===== config.mk =====
export PLATFORM = sky130hd
export DESIGN_NAME = tone_source_arbiter
export DESIGN_NICKNAME = d
export VERILOG_FILES = /design/src/rtl/tone_source_arbiter.sv
export SDC_FILE = /design/constraint.sdc
export NUM_CORES = 1
export LEC_CHECK = 0
export CORE_UTILIZATION = 40
export DETAILED_ROUTE_END_ITERATION = 10
export PLACE_DENSITY = 0.62
export SYNTH_ARGS = -nofsm -noshare
export SYNTH_HDL_FRONTEND = slang
export SYNTH_SLANG_ARGS = --single-unit

===== constraint.sdc =====
create_clock -name clk -period 3.71 [get_ports clk]
set_clock_uncertainty 0.2 [all_clocks]
set_input_delay 0.5565 -clock clk [delete_from_list [all_inputs] [get_ports clk]]
set_output_delay 0.5565 -clock clk [all_outputs]
set_load 0.02 [all_outputs]

===== src/rtl/tone_source_arbiter.sv =====
`default_nettype none
// ============================================================================
// Module   : tone_source_arbiter
// Purpose  : Shares one beeper voice between the matrix keyboard (mx), the
//            PS/2 keyboard (kb) and the song player (sg). Manual notes are
//            debounced before they may win; after the last manual release the
//            voice stays silent for a beat-counted interval before the song
//            gets it back. Priority is mx > kb > sg, gated by the func mode.
// Ports    : clk, rst          - clock, asynchronous active-high reset
//            i_func            - 00 manual, 01 song, 10 song+manual, 11 mute
//            i_beat            - one-clk pulse per 1/4 beat
//            i_med_*, i_low_*  - note codes per source (0 = none)
//            o_med, o_low      - registered note to the voice
//            o_grant           - registered one-hot {sg,kb,mx}
//            o_song_pause      - freeze request to the song player
//            o_hold_act        - high while the post-release silence runs
// Revision : 1.0 - initial release
// ============================================================================
module tone_source_arbiter #(
  parameter int STABLE_CYC = 16,
  parameter int HOLD_BEATS = 4,
  parameter int CNT_W      = 8
) (
  input  logic       clk,
  input  logic       rst,
  input  logic [1:0] i_func,
  input  logic       i_beat,
  input  logic [3:0] i_med_mx,
  input  logic [3:0] i_low_mx,
  input  logic [3:0] i_med_kb,
  input  logic [3:0] i_low_kb,
  input  logic [3:0] i_med_sg,
  input  logic [3:0] i_low_sg,
  output logic [3:0] o_med,
  output logic [3:0] o_low,
  output logic [2:0] o_grant,
  output logic       o_song_pause,
  output logic       o_hold_act
);

  localparam logic [CNT_W-1:0] c_stable    = CNT_W'(STABLE_CYC);
  localparam int               c_hold_w    = $clog2(HOLD_BEATS + 2);
  localparam logic [c_hold_w-1:0] c_hold_init = c_hold_w'(HOLD_BEATS);
  localparam logic [c_hold_w-1:0] c_hold_last = c_hold_w'(1);

  typedef enum logic [1:0] {
    ST_IDLE = 2'd0,
    ST_SONG = 2'd1,
    ST_MAN  = 2'd2,
    ST_HOLD = 2'd3
  } state_t;

  // Manual sources: index 0 = mx, index 1 = kb.
  logic [1:0][7:0] w_code;
  logic [1:0]      w_req;
  logic [1:0]      w_act;

  assign w_code = {{i_med_kb, i_low_kb}, {i_med_mx, i_low_mx}};
  assign w_act  = {|w_code[1], |w_code[0]};

  // A manual code qualifies only after it has been nonzero and unchanged for
  // STABLE_CYC cycles; the request also falls the very cycle the code moves.
  generate
    for (genvar g = 0; g < 2; g++) begin : g_qual
      logic [7:0]       r_prev;
      logic [CNT_W-1:0] r_cnt;

      always_ff @(posedge clk or posedge rst) begin
        if (rst) begin
          r_prev <= '0;
          r_cnt  <= '0;
        end else begin
          r_prev <= w_code[g];
          if ((w_code[g] == '0) || (w_code[g] != r_prev)) begin
            r_cnt <= '0;
          end else if (r_cnt != c_stable) begin
            r_cnt <= r_cnt + 1'b1;
          end
        end
      end

      assign w_req[g] = (r_cnt == c_stable) && (w_code[g] == r_prev) && w_act[g];
    end
  endgenerate

  logic w_req_sg;
  logic w_legal_man;
  logic w_legal_sg;

  assign w_req_sg    = |{i_med_sg, i_low_sg};
  assign w_legal_man = (i_func == 2'b00) || (i_func == 2'b10);
  assign w_legal_sg  = (i_func == 2'b01) || (i_func == 2'b10);

  state_t              r_state, w_state_nxt;
  logic                r_sel_kb, w_sel_kb_nxt;
  logic [c_hold_w-1:0] r_hold_cnt, w_hold_nxt;
  logic [7:0]          r_man_note;

  always_comb begin
    w_state_nxt  = r_state;
    w_sel_kb_nxt = r_sel_kb;
    w_hold_nxt   = r_hold_cnt;
    case (r_state)
      ST_IDLE: begin
        if (w_legal_man && (|w_req)) begin
          w_state_nxt  = ST_MAN;
          w_sel_kb_nxt = ~w_req[0];
        end else if (w_legal_sg && w_req_sg) begin
          w_state_nxt = ST_SONG;
        end
      end
      ST_SONG: begin
        if (!w_legal_sg) begin
          w_state_nxt = ST_IDLE;
        end else if (w_legal_man && (|w_req)) begin
          w_state_nxt  = ST_MAN;
          w_sel_kb_nxt = ~w_req[0];
        end else if (!w_req_sg) begin
          w_state_nxt = ST_IDLE;
        end
      end
      ST_MAN: begin
        if (!w_legal_man) begin
          // Leaving manual mode (01 or 11) abandons the silence interval.
          w_state_nxt = ST_IDLE;
        end else if (r_sel_kb && w_req[0]) begin
          w_sel_kb_nxt = 1'b0;
        end else if (!w_act[r_sel_kb]) begin
          if (w_req[~r_sel_kb]) begin
            w_sel_kb_nxt = ~r_sel_kb;
          end else if (HOLD_BEATS == 0) begin
            w_state_nxt = ST_IDLE;
          end else begin
            w_state_nxt = ST_HOLD;
            w_hold_nxt  = c_hold_init;
          end
        end
      end
      ST_HOLD: begin
        // A manual request beats a coincident final beat.
        if (!w_legal_man) begin
          w_state_nxt = ST_IDLE;
        end else if (|w_req) begin
          w_state_nxt  = ST_MAN;
          w_sel_kb_nxt = ~w_req[0];
        end else if (i_beat) begin
          if (r_hold_cnt == c_hold_last) begin
            w_state_nxt = ST_IDLE;
          end else begin
            w_hold_nxt = r_hold_cnt - 1'b1;
          end
        end
      end
      default: w_state_nxt = ST_IDLE;
    endcase
  end

  always_ff @(posedge clk or posedge rst) begin
    if (rst) begin
      r_state    <= ST_IDLE;
      r_sel_kb   <= 1'b0;
      r_hold_cnt <= '0;
      r_man_note <= '0;
    end else begin
      r_state    <= w_state_nxt;
      r_sel_kb   <= w_sel_kb_nxt;
      r_hold_cnt <= w_hold_nxt;
      // Only a qualified code is latched, so a re-qualifying source keeps
      // its previous note sounding.
      if ((w_state_nxt == ST_MAN) && w_req[w_sel_kb_nxt]) begin
        r_man_note <= w_code[w_sel_kb_nxt];
      end
    end
  end

  // Grant of the current state, masked when the mode no longer allows it.
  logic [2:0] w_grant;
  logic       w_pause;

  always_comb begin
    w_grant = 3'b000;
    case (r_state)
      ST_SONG: w_grant = w_legal_sg ? 3'b100 : 3'b000;
      ST_MAN:  w_grant = w_legal_man ? (r_sel_kb ? 3'b010 : 3'b001) : 3'b000;
      default: w_grant = 3'b000;
    endcase
  end

  assign w_pause = ((r_state == ST_MAN) || (r_state == ST_HOLD)) && (i_func == 2'b10);

  always_ff @(posedge clk or posedge rst) begin
    if (rst) begin
      o_med        <= '0;
      o_low        <= '0;
      o_grant      <= '0;
      o_song_pause <= 1'b0;
      o_hold_act   <= 1'b0;
    end else begin
      o_grant      <= w_grant;
      o_song_pause <= w_pause;
      o_hold_act   <= (r_state == ST_HOLD);
      if (w_grant[2]) begin
        {o_med, o_low} <= {i_med_sg, i_low_sg};
      end else if (|w_grant[1:0]) begin
        {o_med, o_low} <= r_man_note;
      end else begin
        {o_med, o_low} <= '0;
      end
    end
  end

endmodule
`default_nettype wire


==> results of run 1 <==
registers in the layout (all words and copies together), names as in the netlist:
signal / flops
o_song_pause: 1
o_low: 4
r_sel_kb: 1
r_state: 2
g_qual.r_cnt: 16
r_man_note: 8
o_grant: 3
g_qual.r_prev: 16
r_hold_cnt: 3
o_med: 4
o_hold_act: 1
worst max-delay path: cells and delay by family:
kind | cells | cell delay (ns)
xor gates and xnor gates | 1 | 0.20
AOI/OAI and AO/OA | 3 | 0.70
and+or+nand+nor | 2 | 0.78
buffers and inverters | 2 | 0.73
muxes | 1 | 0.34
cells in the mapped netlist, types with 2 or more instances:
cell      number  area share
clkbuf_1       3      0.0038
nor2b_1        2      0.0042
nor4_1        13       0.027
inv_1         15       0.019
nand3b_1       3      0.0075
a21o_1         2      0.0050
or4_1          2      0.0050
o21ai_0        8       0.013
xor2_1        25       0.073
and3_1         4      0.0084
a21oi_1        7       0.012
nor3_1         4      0.0067
dfrtp_1       59        0.49
nand2_1       10       0.013
a21o_2         2      0.0059
a22o_1         9       0.026
nor2_1        21       0.026
ha_1          12       0.050
or3_1          2      0.0042
mux2_2        16       0.060
xnor2_1        3      0.0088
nand3_1       17       0.028
o22ai_1        2      0.0042
nand4b_1       2      0.0059
nand2b_1       4      0.0084
and2_1         3      0.0063
layout make-up:
type	count	area (µm²)
well taps	99	124
inverters	15	56.3
clock inverters	5	30.0
clock buffers	10	138
repair buffers	51	485
flip-flops and latches	59	1480
fillers	684	3520
multi-input cells	194	1430
power by group through the flow:
stage | combinational, mW | sequential, mW | clock (mW)
floorplan | 0.206 | 0.732 | 0
global placement | 0.354 | 0.714 | 0
detailed placement | 0.351 | 0.714 | 0
CTS | 0.353 | 0.702 | 0.527
global route | 0.390 | 0.707 | 0.559
finish | 0.352 | 0.703 | 0.512
metrics by stage:
stage	util	cells	setup slack, ns	total power [mW]
2_1_floorplan	-	274	0.504	0.938
3_3_place_gp	0.492	418	0.112	1.07
3_5_place_dp	0.492	418	0.0899	1.07
4_1_cts	0.515	433	0.446	1.58
5_1_grt	0.515	433	0.196	1.66
6_report	0.515	433	0.426	1.57
per-layer routing:
metal,up-vias,GRT usage,share of wire
met3,11,0.0448,0.039
li1,1086,-,-
met4,0,0.0924,0.018
met1,1059,0.252,0.51
met2,53,0.267,0.44
met5,-,0,0
cells by family (layout without fill, tap and decap cells):
kind of cell             Yosys count  after routing  share of synthesized area
AND/OR/NAND/NOR                   97             97                      0.182
flip-flops                        59             59                      0.494
buffers and inverters             21             81                     0.0293
XOR/XNOR                          28             28                     0.0820
multiplexers                      16             16                     0.0603
adder cells (fa/ha/maj)           12             12                     0.0502
AO/OA/AOI/OAI                     41             41                      0.102
layout by cell type (no fill, tap or decap), types with 3 or more instances in the layout:
| cell type | instances |
|---|---|
| dfrtp_1 | 59 |
| nand2b_1 | 4 |
| clkinv_2 | 3 |
| a22o_1 | 9 |
| xor2_1 | 25 |
| nor3_1 | 4 |
| clkdlybuf4s50_1 | 41 |
| xnor2_1 | 3 |
| mux2_2 | 16 |
| o21ai_0 | 8 |
| nand3b_1 | 3 |
| nor4_1 | 13 |
| inv_1 | 14 |
| a21oi_1 | 7 |
| ha_1 | 12 |
| nor2_1 | 21 |
| clkbuf_8 | 10 |
| nand2_1 | 10 |
| and2_1 | 3 |
| nand3_1 | 17 |
| and3_1 | 4 |
| buf_4 | 10 |
worst min-delay path by stage:
stage	start	to	cells after the start
CTS	r_man_note[5]	o_med[1]	1
global route	r_man_note[2]	o_low[2]	1
floorplan	r_sel_kb	o_grant[0]	1
finish	r_man_note[5]	o_med[1]	1
global placement	r_man_note[1]	o_low[1]	1
detailed placement	r_man_note[0]	o_low[0]	1
==> impl_metrics.yaml, run 1 <==
status:
  status: "completed"
synth:
  synth-seq-cells: 59
  seq_area_frac_synth: 0.494
  synth_edf_count: 0
  synth_area_per_cell_um2: 10.9
  async_reset_ff_frac: 1.00
  synth_flop_cell: "dfrtp_1"
  ys_warn_count: 0
  yosysUniqueCellTypes: 50
  netlist_area_um2: 2990
  syn-num-nets: 315
  syn_inst: 274
critical_path:
  crit_arrival_ns: 3.31
  crit_path_end: "r_man_note[6]"
  r2r-end: "r_man_note[6]"
  end_kind: "flop"
  ff2ff_setup_slack_ns: 0.47
  critPathLaunchType: "input port"
  path_cells: "clkdlybuf4s50_1, xor2_1, or4_1, o31a_2, o21ai_1, a221oi_2, nor4_4, buf_4, mux2_2"
  slowest_delay_ns: 0.53
  r2r-start: "g_qual[0].r_cnt[0]"
  required_ns: 3.73
  worst-path-max-fanout: 8
  critPathKind: "input port to flop"
  critPathLaunch: "i_low_mx[1]"
  critical-path-slowest-cell: "clkdlybuf4s50_1"
  reg2reg_depth: 10
global_routing:
  globalRouteOverflowTotal: 0
  grt_pass1_wl_mm: 10.6
  antenna_found_initial: 0
  first_global_vias: 2184
  grt_max_degree: 50
  track_usage: 0.183
cts:
  cts.repair.resized: 0
  ctsHtreeMaxLevel: 3
  clock_latency_ns: 0.34
  cts_buffers: 9
  post-cts-setup-buffer-count: 0
  cts_buffer_depth: 2
  hold_buffers: 0
  clkSinkCount: 59
  cts_tree: "yes"
  cts.reportedPaths.clkPinSlew_ns: 0.07
  clock-root-buffer: "clkbuf_8"
placement:
  gp_congestion: 0.850
  hpwl_mm: 4.54
  io_buffers: 41
  dpl-instance-area_um2: 3570
timing:
  rsz0062_at_grt: "false"
  finalCritPeriodShare: 0.885
  tns_ns: 0
  hold_viol_final: 0
  fin_hold_ws_ns: 0.300
  tightest_slew_ns: 1.03
  slew-limit-headroom: 0.314
  fin_crit_ns: 3.28
  finalSetupViolCount: 0
  fmax_ghz: 0.304
  drv_slew: 0
layout:
  nets: 371
  drive_gt1_frac: 0.159
  num_antenna_cells: 0
  area_delta_synth_final_pct: 24.9
  final_area_um2: 3740
route:
  drc: 0
  detail_route.first_pass.iterations: 4
  vias: 2209
  vias_per_cell: 5.10
  drt_iter0_drc: 146
  route.antenna.remaining_nets: 0
  totalWireLength_mm: 6.20
  wire_per_inst_um: 14.3
power_and_ir_drop:
  power.internal_mw: 1.10
  leakage_nw: 1.60
  ir_drop_mv: 0.212
  powerDensity_nw_per_um2: 419
  switching_power_uw: 466
  seq_power_share: 0.449
  combPwrFrac: 0.224
  swShare: 0.298
  p_clk_frac: 0.327
worst_hold_path:
  holdCritPathClass: "flop to flop"
flow_run:
  max_cap_viol_count: 0
die:
  fp.dieH_um: 88.5
  dieArea_um2: 7830
  chipWidth_um: 88.5
  rows: 31
  start_util: 0.412
  placeableCoreArea_um2: 7250
  io_pins: 42
(Power assumes the default switching activity.)
==> inputs of run 2 (changes only) <==
clock period = 4.03 ns   (was 3.71 ns; I/O delays follow)
==> run 2 against run 1 <==
  * Worst setup slack better by 0.16 ns
  * Critical path depth unchanged
  * Flip-flop and latch count unchanged
  * Clock power rose by 44%
  * Sequential share of layout area is 0.79 points lower
  * Utilization is 1.1 points higher
  * Global-route usage grew 0.29 points
  * Largest cell class unchanged
==> impl_metrics.yaml, run 2 (same netlist as run 1, synthesis figures left out) <==
placement:
  io_buffers: 41
  pre_cts_ws_ns: 0.222
  hpwl_mm: 4.68
  gp_congestion: 0.815
flow_run:
  max_cap_viol_count: 0
route:
  vias_per_cell: 5.19
  drc: 0
  totalWireLength_mm: 6.33
  drt_iter0_drc: 170
  detail_route.first_pass.iterations: 4
  vias: 2230
  wire_per_inst_um: 14.7
  route.antenna.remaining_nets: 0
cts:
  cts_tree: "yes"
  clock_latency_ns: 0.34
  clkSinkCount: 59
  cts_buffers: 9
  cts.repair.resized: 0
  cts.reportedPaths.clkPinSlew_ns: 0.07
  clock-root-buffer: "clkbuf_8"
  ctsHtreeMaxLevel: 3
  cts_buffer_depth: 2
  post-cts-setup-buffer-count: 0
  hold_buffers: 0
layout:
  nets: 367
  final_common_cell: "dfrtp_1"
  mostFrequentLayoutCells: "59 x dfrtp_1, 41 x clkdlybuf4s50_1, 25 x xor2_1"
  num_antenna_cells: 0
  final_util: 0.526
  area_delta_synth_final_pct: 27.5
  drive_gt1_frac: 0.151
  n_fill_cell: 684
  regArea_um2: 1480
  top_regs: "g_qual.r_cnt (16), g_qual.r_prev (16), r_man_note (8)"
  multiInputGateArea_um2: 1430
timing:
  fin_hold_ws_ns: 0.310
  slew-limit-headroom: 0.596
  fin_crit_ns: 3.44
  rsz0062_at_grt: "false"
  layout_setup_ws_ns: 0.588
  fmax_ghz: 0.290
  finalCritPeriodShare: 0.854
  finalSetupViolCount: 0
  drv_slew: 0
  tightest_slew_ns: 0.597
  tns_ns: 0
  hold_viol_final: 0
power_and_ir_drop:
  switching_power_uw: 439
  ir_drop_mv: 0.240
  seq_power_share: 0.378
  powerDensity_nw_per_um2: 448
  p_clk_frac: 0.431
  swShare: 0.257
  power.internal_mw: 1.27
  leakage_nw: 1.63
  combPwrFrac: 0.191
critical_path:
  end_kind: "flop"
  worst-path-max-fanout: 8
  path_cells: "clkdlybuf4s50_1, xor2_1, or4_1, or2_1, o22ai_2, a31oi_2, nor4_4, buf_4, mux2_2"
  cp_num_buf_inv: 2
  slowest_delay_ns: 0.54
  required_ns: 4.06
  critPathLaunchType: "input port"
  critPathKind: "input port to flop"
  critical-path-slowest-cell: "or4_1"
  crit_arrival_ns: 3.47
  cp_top_family: "simple AND/OR/NAND/NOR gates"
die:
  io_pins: 42
  fp.dieH_um: 88.5
  placeableCoreArea_um2: 7250
  start_util: 0.412
  chipWidth_um: 88.5
  rows: 31
  dieArea_um2: 7830
status:
  status: "completed"
global_routing:
  track_usage: 0.186
  globalRouteOverflowTotal: 0
  grt_pass1_wl_mm: 10.8
  antenna_found_initial: 0
  first_global_vias: 2204
  grt_max_degree: 25
worst_hold_path:
  holdCritPathClass: "flop to flop"
==> run 2: changes by cell type in the layout (fill, tap and decap cells not counted), sizes merged <==
cell | before | now
bufinv | 0 | 4
clkinvlp | 2 | 1
buf | 10 | 6
clkinv | 3 | 1
==> run 2: final timing paths <==
check,startpoint,slack [ns],endpoint,cells past startpoint
setup / recovery,i_low_mx[3],0.59,r_man_note[7],9
hold / removal,r_man_note[6],0.31,o_med[2],1
setup reg to reg,g_qual[1].r_cnt[0],0.76,r_man_note[7],11
hold reg to reg,r_man_note[6],0.31,o_med[2],1
max in group asynchronous,rst,2.55,r_man_note[3],3
min in group asynchronous,rst,0.41,o_grant[0],2
==> run 2: per-layer routing <==
metal,global-route usage,share of wire,vias up
met4,0.0982,0.020,0
met2,0.258,0.44,79
met3,0.0373,0.052,14
met5,0,0,-
met1,0.271,0.49,1053
li1,-,-,1084
==> run 2: final cells by class <==
| type | count | area share |
|---|---|---|
| Sequential cell | 59 | 0.387 |
| Multi-Input combinational cell | 194 | 0.374 |
| Timing Repair Buffer | 47 | 0.119 |
| Clock buffer | 10 | 0.0361 |
| Clock inverter | 6 | 0.0358 |
| Tap cell | 99 | 0.0325 |
| Inverter | 15 | 0.0148 |
==> run 2: stage by stage <==
| step | total power [mW] | std cells | cell area [µm²] |
|---|---|---|---|
| after floorplan | 0.864 | 274 | 2990 |
| after global placement | 0.980 | 414 | 3540 |
| after detailed placement | 0.983 | 414 | 3540 |
| after CTS | 1.73 | 430 | 3810 |
| after global routing | 1.79 | 430 | 3810 |
| final | 1.71 | 430 | 3810 |
==> run 2: power groups by stage <==
stage	logic, mW	registers (mW)	clock network (mW)
after floorplan	0.189	0.674	0
after global placement	0.324	0.656	0
after detailed placement	0.326	0.657	0
after CTS	0.328	0.646	0.752
after global routing	0.361	0.649	0.775
final	0.326	0.645	0.737
